`src/rtl/coord_lcd_pkg.sv`:
```
// Shared types and constants for the coordinate-to-LCD text feeder.
// COORD_LCD_HEX_EN selects the 3-digit hex frame instead of the 4-digit decimal one.
package coord_lcd_pkg;

    typedef enum logic [2:0] {
        ST_IDLE,
        ST_CLEAR,
        ST_CONV,
        ST_EMIT,
        ST_STROBE,
        ST_GAP
    } state_t;

    localparam logic [7:0] CH_X  = 8'h58;
    localparam logic [7:0] CH_Y  = 8'h59;
    localparam logic [7:0] CH_SP = 8'h20;
    localparam logic [7:0] CH_0  = 8'h30;
    localparam logic [7:0] CH_A  = 8'h41;

    localparam int FRAME_DEC = 11;
    localparam int FRAME_HEX = 9;
    localparam int BCD_MAX   = 9999;

    function automatic logic [7:0] hex_ascii(input logic [3:0] nib);
        return (nib < 4'd10) ? CH_0 + {4'h0, nib} : CH_A + {4'h0, nib} - 8'd10;
    endfunction

endpackage

```
`src/rtl/coord_lcd_feeder_if.sv`:
```
// Detector-side update port plus LCD-controller-side request outputs of the feeder.
interface coord_lcd_feeder_if #(
    parameter int COORD_W = 10
);
    logic               upd_valid;
    logic [COORD_W-1:0] upd_x;
    logic [COORD_W-1:0] upd_y;
    logic               write_req;
    logic               delete_req;
    logic [7:0]         inbyte;
    logic               busy;

    modport master (
        input  upd_valid, upd_x, upd_y,
        output write_req, delete_req, inbyte, busy
    );

    modport slave (
        output upd_valid, upd_x, upd_y,
        input  write_req, delete_req, inbyte, busy
    );
endinterface

```
`src/rtl/coord_lcd_feeder_bin2bcd.sv`:
```
// Sequential binary-to-BCD by repeated subtraction of 1000/100/10, input clamped to 9999.
module bin2bcd_seq
    import coord_lcd_pkg::*;
#(
    parameter int COORD_W = 10
) (
    input  logic               clk,
    input  logic               res_n,
    input  logic               i_start,
    input  logic [COORD_W-1:0] i_val,
    output logic               o_done,
    output logic [3:0][3:0]    o_bcd
);

    logic            r_run;
    logic            r_done;
    logic [13:0]     r_rem;
    logic [1:0]      r_pos;
    logic [3:0][3:0] r_bcd;
    logic [13:0]     w_wt;
    logic [31:0]     w_val;

    assign w_val  = 32'(i_val);
    assign w_wt   = (r_pos == 2'd3) ? 14'd1000 : (r_pos == 2'd2) ? 14'd100 : 14'd10;
    assign o_done = r_done;
    assign o_bcd  = r_bcd;

    always_ff @(posedge clk or negedge res_n) begin
        if (!res_n) begin
            r_run  <= 1'b0;
            r_done <= 1'b0;
            r_rem  <= '0;
            r_pos  <= 2'd3;
            r_bcd  <= '0;
        end else begin
            r_done <= 1'b0;
            if (i_start) begin
                r_rem <= (w_val > 32'(BCD_MAX)) ? 14'(BCD_MAX) : w_val[13:0];
                r_pos <= 2'd3;
                r_bcd <= '0;
                r_run <= 1'b1;
            end else if (r_run) begin
                if (r_rem >= w_wt) begin
                    r_rem        <= r_rem - w_wt;
                    r_bcd[r_pos] <= r_bcd[r_pos] + 4'd1;
                end else if (r_pos == 2'd1) begin
                    // remainder below 10 is the units digit
                    r_bcd[0] <= r_rem[3:0];
                    r_run    <= 1'b0;
                    r_done   <= 1'b1;
                end else begin
                    r_pos <= r_pos - 2'd1;
                end
            end
        end
    end

endmodule

```
`src/rtl/coord_lcd_feeder.sv`:
```
// Turns ball coordinates into a paced "Xdddd Ydddd" toggle-request stream for the LCD controller.
// Define COORD_LCD_HEX_EN for the "Xhhh Yhhh" hex frame (no BCD conversion).
module coord_lcd_feeder
    import coord_lcd_pkg::*;
#(
    parameter int GAP_CYCLES = 20000,
    parameter int COORD_W    = 10
) (
    input  logic                clk,
    input  logic                res_n,
    coord_lcd_feeder_if.master  bus
);

    localparam int GAP_EFF = (GAP_CYCLES < 1) ? 1 : GAP_CYCLES;
    localparam int GW      = $clog2(GAP_EFF + 1);

    state_t             r_state, n_state;
    logic [COORD_W-1:0] r_x, n_x, r_y, n_y;
    logic [COORD_W-1:0] r_sx, n_sx, r_sy, n_sy;
    logic               r_pend, n_pend;
    logic               r_busy, n_busy;
    logic               r_wr, n_wr;
    logic               r_del, n_del;
    logic [7:0]         r_byte, n_byte;
    logic [GW-1:0]      r_gap, n_gap;
    logic [3:0]         r_idx, n_idx;
    logic [7:0]         w_char;

`ifdef COORD_LCD_HEX_EN
    localparam logic [3:0] FRAME_LEN = 4'(FRAME_HEX);
    logic [11:0] w_hx, w_hy;

    assign w_hx = 12'(r_x);
    assign w_hy = 12'(r_y);

    always_comb begin
        w_char = CH_SP;
        case (r_idx)
            4'd0:    w_char = CH_X;
            4'd1:    w_char = hex_ascii(w_hx[11:8]);
            4'd2:    w_char = hex_ascii(w_hx[7:4]);
            4'd3:    w_char = hex_ascii(w_hx[3:0]);
            4'd5:    w_char = CH_Y;
            4'd6:    w_char = hex_ascii(w_hy[11:8]);
            4'd7:    w_char = hex_ascii(w_hy[7:4]);
            4'd8:    w_char = hex_ascii(w_hy[3:0]);
            default: w_char = CH_SP;
        endcase
    end
`else
    localparam logic [3:0] FRAME_LEN = 4'(FRAME_DEC);
    logic               w_start;
    logic               w_done;
    logic [3:0][3:0]    w_bcd;
    logic [COORD_W-1:0] w_cval;

    // one converter serves both values; x digits are consumed before y is converted
    assign w_cval = (r_idx == 4'd1) ? r_x : r_y;

    bin2bcd_seq #(.COORD_W(COORD_W)) u_bcd (
        .clk     (clk),
        .res_n   (res_n),
        .i_start (w_start),
        .i_val   (w_cval),
        .o_done  (w_done),
        .o_bcd   (w_bcd)
    );

    always_comb begin
        w_char = CH_SP;
        case (r_idx)
            4'd0:        w_char = CH_X;
            4'd6:        w_char = CH_Y;
            4'd1, 4'd7:  w_char = CH_0 + {4'h0, w_bcd[3]};
            4'd2, 4'd8:  w_char = CH_0 + {4'h0, w_bcd[2]};
            4'd3, 4'd9:  w_char = CH_0 + {4'h0, w_bcd[1]};
            4'd4, 4'd10: w_char = CH_0 + {4'h0, w_bcd[0]};
            default:     w_char = CH_SP;
        endcase
    end
`endif

    assign bus.write_req  = r_wr;
    assign bus.delete_req = r_del;
    assign bus.inbyte     = r_byte;
    assign bus.busy       = r_busy;

    always_ff @(posedge clk or negedge res_n) begin
        if (!res_n) begin
            r_state <= ST_IDLE;
            r_x     <= '0;
            r_y     <= '0;
            r_sx    <= '0;
            r_sy    <= '0;
            r_pend  <= 1'b0;
            r_busy  <= 1'b0;
            r_wr    <= 1'b0;
            r_del   <= 1'b0;
            r_byte  <= CH_SP;
            r_gap   <= '0;
            r_idx   <= '0;
        end else begin
            r_state <= n_state;
            r_x     <= n_x;
            r_y     <= n_y;
            r_sx    <= n_sx;
            r_sy    <= n_sy;
            r_pend  <= n_pend;
            r_busy  <= n_busy;
            r_wr    <= n_wr;
            r_del   <= n_del;
            r_byte  <= n_byte;
            r_gap   <= n_gap;
            r_idx   <= n_idx;
        end
    end

    always_comb begin
        n_state = r_state;
        n_x     = r_x;
        n_y     = r_y;
        n_sx    = r_sx;
        n_sy    = r_sy;
        n_pend  = r_pend;
        n_busy  = r_busy;
        n_wr    = r_wr;
        n_del   = r_del;
        n_byte  = r_byte;
        n_gap   = r_gap;
        n_idx   = r_idx;
`ifndef COORD_LCD_HEX_EN
        w_start = 1'b0;
`endif

        if (r_state == ST_IDLE && r_pend)
            n_pend = 1'b0;
        // an update not consumed straight from IDLE lands in the shadow; latest wins
        if (bus.upd_valid && !(r_state == ST_IDLE && !r_pend)) begin
            n_sx   = bus.upd_x;
            n_sy   = bus.upd_y;
            n_pend = 1'b1;
        end

        case (r_state)
            ST_IDLE: begin
                if (r_pend || bus.upd_valid) begin
                    n_x     = r_pend ? r_sx : bus.upd_x;
                    n_y     = r_pend ? r_sy : bus.upd_y;
                    n_busy  = 1'b1;
                    n_idx   = '0;
                    n_state = ST_CLEAR;
                end
            end
            ST_CLEAR: begin
                n_del   = ~r_del;
                n_gap   = GW'(GAP_EFF);
                n_state = ST_GAP;
            end
            ST_CONV: begin
`ifndef COORD_LCD_HEX_EN
                if (w_done)
                    n_state = ST_EMIT;
`else
                n_state = ST_EMIT;
`endif
            end
            ST_EMIT: begin
                n_byte  = w_char;
                n_state = ST_STROBE;
            end
            ST_STROBE: begin
                n_wr    = ~r_wr;
                n_idx   = r_idx + 4'd1;
                n_gap   = GW'(GAP_EFF);
                n_state = ST_GAP;
            end
            ST_GAP: begin
                if (r_gap != '0) begin
                    n_gap = r_gap - GW'(1);
                end else if (r_idx == FRAME_LEN) begin
                    n_busy  = 1'b0;
                    n_state = ST_IDLE;
`ifndef COORD_LCD_HEX_EN
                end else if (r_idx == 4'd1 || r_idx == 4'd7) begin
                    w_start = 1'b1;
                    n_state = ST_CONV;
`endif
                end else begin
                    n_state = ST_EMIT;
                end
            end
            default: n_state = ST_IDLE;
        endcase
    end

endmodule

```
`src/flat_wrapper.sv`:
```
// flat-port wrapper written by rule: the top's interface ports become plain ports
module coord_lcd_feeder_flat import coord_lcd_pkg::*;
#(
    parameter int GAP_CYCLES = 20000,
    parameter int COORD_W    = 10
)
  (clk, res_n, bus_upd_valid, bus_upd_x, bus_upd_y, bus_write_req, bus_delete_req, bus_inbyte, bus_busy);
  coord_lcd_feeder_if #(.COORD_W(COORD_W)) bus_i ();
  input  logic clk;
  input  logic res_n;
  input wire logic [$bits(bus_i.upd_valid)-1:0] bus_upd_valid;
  input wire logic [$bits(bus_i.upd_x)-1:0] bus_upd_x;
  input wire logic [$bits(bus_i.upd_y)-1:0] bus_upd_y;
  output wire logic [$bits(bus_i.write_req)-1:0] bus_write_req;
  output wire logic [$bits(bus_i.delete_req)-1:0] bus_delete_req;
  output wire logic [$bits(bus_i.inbyte)-1:0] bus_inbyte;
  output wire logic [$bits(bus_i.busy)-1:0] bus_busy;
  assign bus_i.upd_valid = bus_upd_valid;
  assign bus_i.upd_x = bus_upd_x;
  assign bus_i.upd_y = bus_upd_y;
  assign bus_write_req = bus_i.write_req;
  assign bus_delete_req = bus_i.delete_req;
  assign bus_inbyte = bus_i.inbyte;
  assign bus_busy = bus_i.busy;
  coord_lcd_feeder #(.GAP_CYCLES(GAP_CYCLES), .COORD_W(COORD_W)) u_core (.clk(clk), .res_n(res_n), .bus(bus_i));
endmodule
```
`config.mk`:
```
export PLATFORM = sky130hd
export DESIGN_NAME = coord_lcd_feeder_flat
export DESIGN_NICKNAME = d
export VERILOG_FILES = /design/src/rtl/coord_lcd_pkg.sv /design/src/rtl/coord_lcd_feeder_if.sv /design/src/rtl/coord_lcd_feeder_bin2bcd.sv /design/src/rtl/coord_lcd_feeder.sv /design/src/flat_wrapper.sv
export SDC_FILE = /design/constraint.sdc
export NUM_CORES = 1
export LEC_CHECK = 0
export ABC_AREA = 1
export CORE_ASPECT_RATIO = 1.75
export CORE_MARGIN = 1
export CORE_UTILIZATION = 25
export CTS_CLUSTER_DIAMETER = 80
export CTS_CLUSTER_SIZE = 12
export DETAILED_ROUTE_END_ITERATION = 6
export GPL_ROUTABILITY_DRIVEN = 1
export SKIP_LAST_GASP = 1
export SYNTH_ARGS = -nofsm -noshare
export SYNTH_HDL_FRONTEND = slang
export SYNTH_HIERARCHICAL = 1
export SYNTH_SLANG_ARGS = --single-unit
```
`constraint.sdc`:
```
create_clock -name clk -period 7.9 [get_ports clk]
set_clock_uncertainty 0.05 [all_clocks]
set_input_delay 2.37 -clock clk [delete_from_list [all_inputs] [get_ports clk]]
set_output_delay 2.37 -clock clk [all_outputs]
set_load 0.03 [all_outputs]
```
# Word level (Yosys, flattened, before mapping)
# Cells that the tools add are included.
[word_totals]
regBits = 108
in_bits = 23
out_inout_bits = 11
wordCells = 143
[classes]
addsub = 9
magnitude_cmp = 4
eq_ne = 25
muxes = 52
bitwise = 2
reduce_logical = 31
[ops]
columns = ["op", "count"]
rows = [
  ["14-bit two-way mux", 4],
  ["8-bit case mux with 6 select lines", 1],
  ["10-bit two-way mux", 4],
  ["16-bit two-way mux", 2],
  ["15-bit case mux with 2 select lines", 1],
  ["6-bit by 4-bit adder with 7-bit output (first input constant)", 4],
  ["4-bit two-way mux", 5],
  ["1-bit two-way mux", 18],
  ["16-bit bitwise mux", 1],
  ["4-bit equality test (second input constant)", 4],
  ["15-bit two-way mux", 1],
  ["3-bit case mux with 5 select lines", 1],
  ["15-bit nonzero test", 1],
  ["15-bit by 1-bit subtractor with 15-bit output (second input constant)", 1],
  ["14-bit by 10-bit greater-or-equal comparator with 1-bit output", 1],
  ["10-bit by 14-bit > comparator with 1-bit output (second input constant)", 1],
  ["14-bit by 10-bit subtractor with 14-bit output", 1],
  ["4-bit by 3-bit equality test with 1-bit output (second input constant)", 3],
  ["12-bit two-way mux", 1],
  ["3-bit two-way mux", 4],
  ["2-bit nonzero test", 6],
  ["2-bit != test (second input constant)", 5],
  ["2-bit AND reduction", 5],
  ["2-bit OR reduction", 5],
  ["27 further kinds", 43],
]

# Depth between registers and ports, before layout
[logic_depth]
depth_word = 8
depth_mapped = 19
mapped_depth_nobuf = 16

# By module
# The synthesis kept the hierarchy.
[modules_own_cells]
columns = ["module", "instances", "cells_per_inst", "area_per_inst_um2", "seq_area_each_um2"]
rows = [
  ["coord_lcd_feeder", 1, 501, 3838.7, 1828.0],
  ["bin2bcd_seq", 1, 412, 2646.3, 853.3],
]

# Worst setup path before layout
# Ideal clock, no wire load.
[synth_path]
kind = "input-to-reg"
from = "input port bus_upd_valid"
to = "register u_core.r_busy, in the netlist u_core/bus.busy"
setup_time_ns = 0.113
arrival_ns = 3.055
required_time_ns = 7.737
slack_ns = 4.682
cell_stages = 7
n_path_buf = 0
path_cell_list = "nor2_1 > inv_1 > nand2_1 > inv_1 > or2_2 > nand2_1 > inv_1"
[synth_between]
elab_chain_len = 3
[synth_rtl]
columns = ["element", "line", "text"]
rows = [
  ["start: declaration", "flat_wrapper.sv:11", "input wire logic [$bits(bus_i.upd_valid)-1:0] bus_upd_valid;"],
  ["1-bit logical OR", "coord_lcd_feeder.sv:146", "if (r_pend || bus.upd_valid) begin"],
  ["2-bit != test (no line)", "n/a", ""],
  ["4-bit AND reduction (no line)", "n/a", ""],
  ["end signal: assignment", "coord_lcd_feeder.sv:109", "r_busy <= n_busy;"],
  ["end: declaration", "coord_lcd_feeder.sv:21", "logic r_busy, n_busy;"],
]
# No other way between the ends.
# A chain may end at the register's enable or synchronous reset.

# Final worst setup path
# Same ends and word-level chain as after synthesis.

==> results.sh <==
export IMPL_status="complete, no violations"
export IMPL_wl_per_cell_um=13.0
export IMPL_port_buffers=32
export IMPL_synth_edff_count=0
export IMPL_post_route_min_period_ns=4.59
export IMPL_area_delta_synth_final_pct=13.4
export IMPL_dp_hpwl_mm=12.3
export IMPL_min_period_over_period_pct=58.1
export IMPL_core_mm2=0.0253
export IMPL_maxSlewHeadroom_pct=32.5
export IMPL_finalMaxSlewViolations=0
export IMPL_pwr_share_seq_pct=52.1
export IMPL_synth_seq_cells=107
export IMPL_rsz0062_at_grt="false"
export IMPL_yosysUniqueCellTypes=41
export IMPL_synthCells=913
export IMPL_grt_max_degree=78
export IMPL_setup_tns_ns=0
export IMPL_cp_start_kind="input port"
export IMPL_required_ns=8.12
export IMPL_p_per_area_mw_per_mm2=147
export IMPL_worstMarginPinSlew_ns=1.01
export IMPL_yosysSeqAreaShare_pct=41.3
export IMPL_cts_root_buf="clkbuf_16"
export IMPL_clk_path_buf_depth=2
export IMPL_yosys_area_top_type="dfrtp_1"
export IMPL_crit_fanout=23
export IMPL_endpoint_kind="register"
export IMPL_synth_most_common_cell="nand2_1"
export IMPL_drt_iter0_markers=266
export IMPL_dieArea_mm2=0.0266
export IMPL_setup_slack_ns=3.31
export IMPL_ir_drop_mv=0.107
export IMPL_design_portCount=34
export IMPL_rows=77
export IMPL_clk_insertion_delay_late_ns=0.37
export IMPL_crit_type="input port to register"
export IMPL_cts_sinks=107
export IMPL_hold_class="register to register"
export IMPL_drive_gt1_share_pct=6.97
export IMPL_numCtsBuffers=9
export IMPL_htreeDepth=3
export IMPL_multi_input_area_mm2=0.00322
export IMPL_arrival_ns=4.81
export IMPL_antenna_cells=0
export IMPL_yosysTopAreaCellShare_pct=40.1
export IMPL_clk_pin_slew_worst_paths_ns=0.09
export IMPL_gp_congestion=0.872
export IMPL_cpMaxStageDelayCell="clkdlybuf4s50_1"
export IMPL_drt_first_pass_iters=5
export IMPL_antenna_found_initial=0
export IMPL_clkPwrFrac_pct=44.3
export IMPL_die_height_um=215
export IMPL_via_count=5732
export IMPL_yosysWarnings=6
export IMPL_switching_share_pct=25.7
export IMPL_place_inst=1232
export IMPL_cts_setup_buffers=0
export IMPL_synth_area_mm2=0.00648
export IMPL_drtAntennaViolNets=0
export IMPL_dieWidth_um=124
export IMPL_regArea_mm2=0.00268
export IMPL_synth_ff_type="dfrtp_1"
export IMPL_syn_nets=952
export IMPL_grt_pass1_wl_mm=27.0
export IMPL_slowest_delay_ns=0.64
export IMPL_finalPower_mw=1.08
export IMPL_grt_ovfl_total=0
export IMPL_intPower_mw=0.802
export IMPL_async_flop_share_pct=100
export IMPL_path_cells="clkdlybuf4s50_1 > nor2_1 > inv_1 > nand2_1 > inv_1 > or2_2 > nand2_1 > inv_1"
export IMPL_drc=0
export IMPL_synthTopCellsByArea="dfrtp_1 40%, nand2_1 18%, nand3_1 6.4%"
export IMPL_fill_cells=2754
export IMPL_drv_cap=0
export IMPL_viasPerCell=4.59
export IMPL_fmax_mhz=218
export IMPL_comb_power_share_pct=3.6
export IMPL_crit_path_frequent_cell="inv_1"
export IMPL_avgSynthCellArea_um2=7.10
export IMPL_finalNetCount=966
export IMPL_timing_hold_violations_final=0
export IMPL_synthTopCellsByCount="309 x nand2_1, 104 x dfrtp_1, 104 x inv_1, 85 x nor2_1, 83 x nand3_1"
export IMPL_grtUsageTotal_pct=12.9
export IMPL_finalSetupViolations=0
export IMPL_start_util_pct=25.6
export IMPL_wl_mm=16.3
export IMPL_grt_pass1_vias=5649
export IMPL_p_leak_nw=3.61
export IMPL_stdcell_count=1248
export IMPL_dp_slack_ns=2.92
export IMPL_power_switching_mw=0.277
export IMPL_cts_resized=0
export IMPL_hold_buffers=0
export IMPL_ff2ff_setup_slack_ns=4.32
export IMPL_cts_tree="yes"
[layout by cell type, fill, tap and decap left out, types with 4 or more instances in the layout]
cell             synthesis  layout
nand2_1                309     309
inv_1                  104     104
dfrtp_1                104     104
nor2_1                  85      85
nand3_1                 83      83
o21ai_0                 62      62
clkdlybuf4s50_1          0      31
nand4_1                 16      16
ha_1                    15      15
nand2_2                 12      12
o211ai_1                10      10
o31ai_1                 10      10
clkbuf_16                0       9
o21ai_1                  9       9
o21ai_2                  8       8
xor2_1                   7       7
xnor2_1                  5       5
nor2_2                   5       5
nand3_2                  4       4
inv_2                    4       4
a21oi_1                  4       4
[registers in the layout, summed over array words and instances (netlist names), 2 cells and up]
name,count
u_core/u_bcd/o_bcd,16
u_core/r_gap,15
u_core/u_bcd/r_rem,14
u_core/r_sx,10
u_core/r_sy,10
u_core/r_x,10
u_core/r_y,10
u_core/bus.inbyte,7
u_core/r_idx,4
u_core/r_state,3
u_core/u_bcd/r_pos,2
[power by group through the flow]
stage	Sequential [mW]	Combinational (mW)	Clock, mW
3_3_place_gp	0.573	0.0398	0
2_1_floorplan	0.571	0.0142	0
4_1_cts	0.562	0.0405	0.493
6_report	0.562	0.0391	0.478
3_5_place_dp	0.572	0.0406	0
5_1_grt	0.563	0.0449	0.511
[logic make-up after synthesis]
| family | share of synthesized area, % |
|---|---|
| XOR/XNOR | 1.62 |
| AND/OR/NAND/NOR | 34.9 |
| other | 0.0578 |
| AO/OA/AOI/OAI | 9.84 |
| flip-flops | 41.3 |
| adder cells (fa/ha/maj) | 3.20 |
| buffers and inverters | 9.05 |
[metal layers]
metal	wire, um	global-route usage, %	part of all wire [%]
met1	6310	13.4	39
met2	8850	23.8	54
met3	432	2.12	2.7
met4	655	6.87	4.0
met5	0	0	0
[final timing paths]
check,from,to,cells after the start
min in group asynchronous,res_n,u_core/r_gap[12],1
worst max-delay path,bus_upd_valid,u_core/bus.busy,8
worst min register to register,u_core/bus.delete_req,u_core/bus.delete_req,1
max in group asynchronous,res_n,u_core/bus.inbyte[1],2
worst min-delay path,u_core/bus.delete_req,u_core/bus.delete_req,1
worst max register to register,u_core/u_bcd/r_pos[0],u_core/u_bcd/o_bcd[7],14
[stage by stage]
stage	util [%]	hold slack (ns)	area, um2
after floorplan	-	0.392	6480
after global placement	27.8	0.410	7040
after detailed placement	27.8	0.411	7040
after CTS	29.0	0.431	7350
after global routing	29.0	0.453	7350
final	29.0	0.426	7350
[area by class of cell]
| class | instances | share of cell area (%) |
|---|---|---|
| inverter | 109 | 5.56 |
| clock buffer | 9 | 3.06 |
| sequential | 107 | 36.5 |
| multi-input combinational | 666 | 43.8 |
| clock inverter | 7 | 1.17 |
| timing repair buffer | 34 | 4.53 |
| tap | 316 | 5.38 |
[worst max-delay path, delay by kind of cell]
kind / cells / cell delay (ns)
buf+inv: 4 / 1.19
simple gates: 4 / 1.25
No activity file was read; power rests on OpenSTA's default activity.
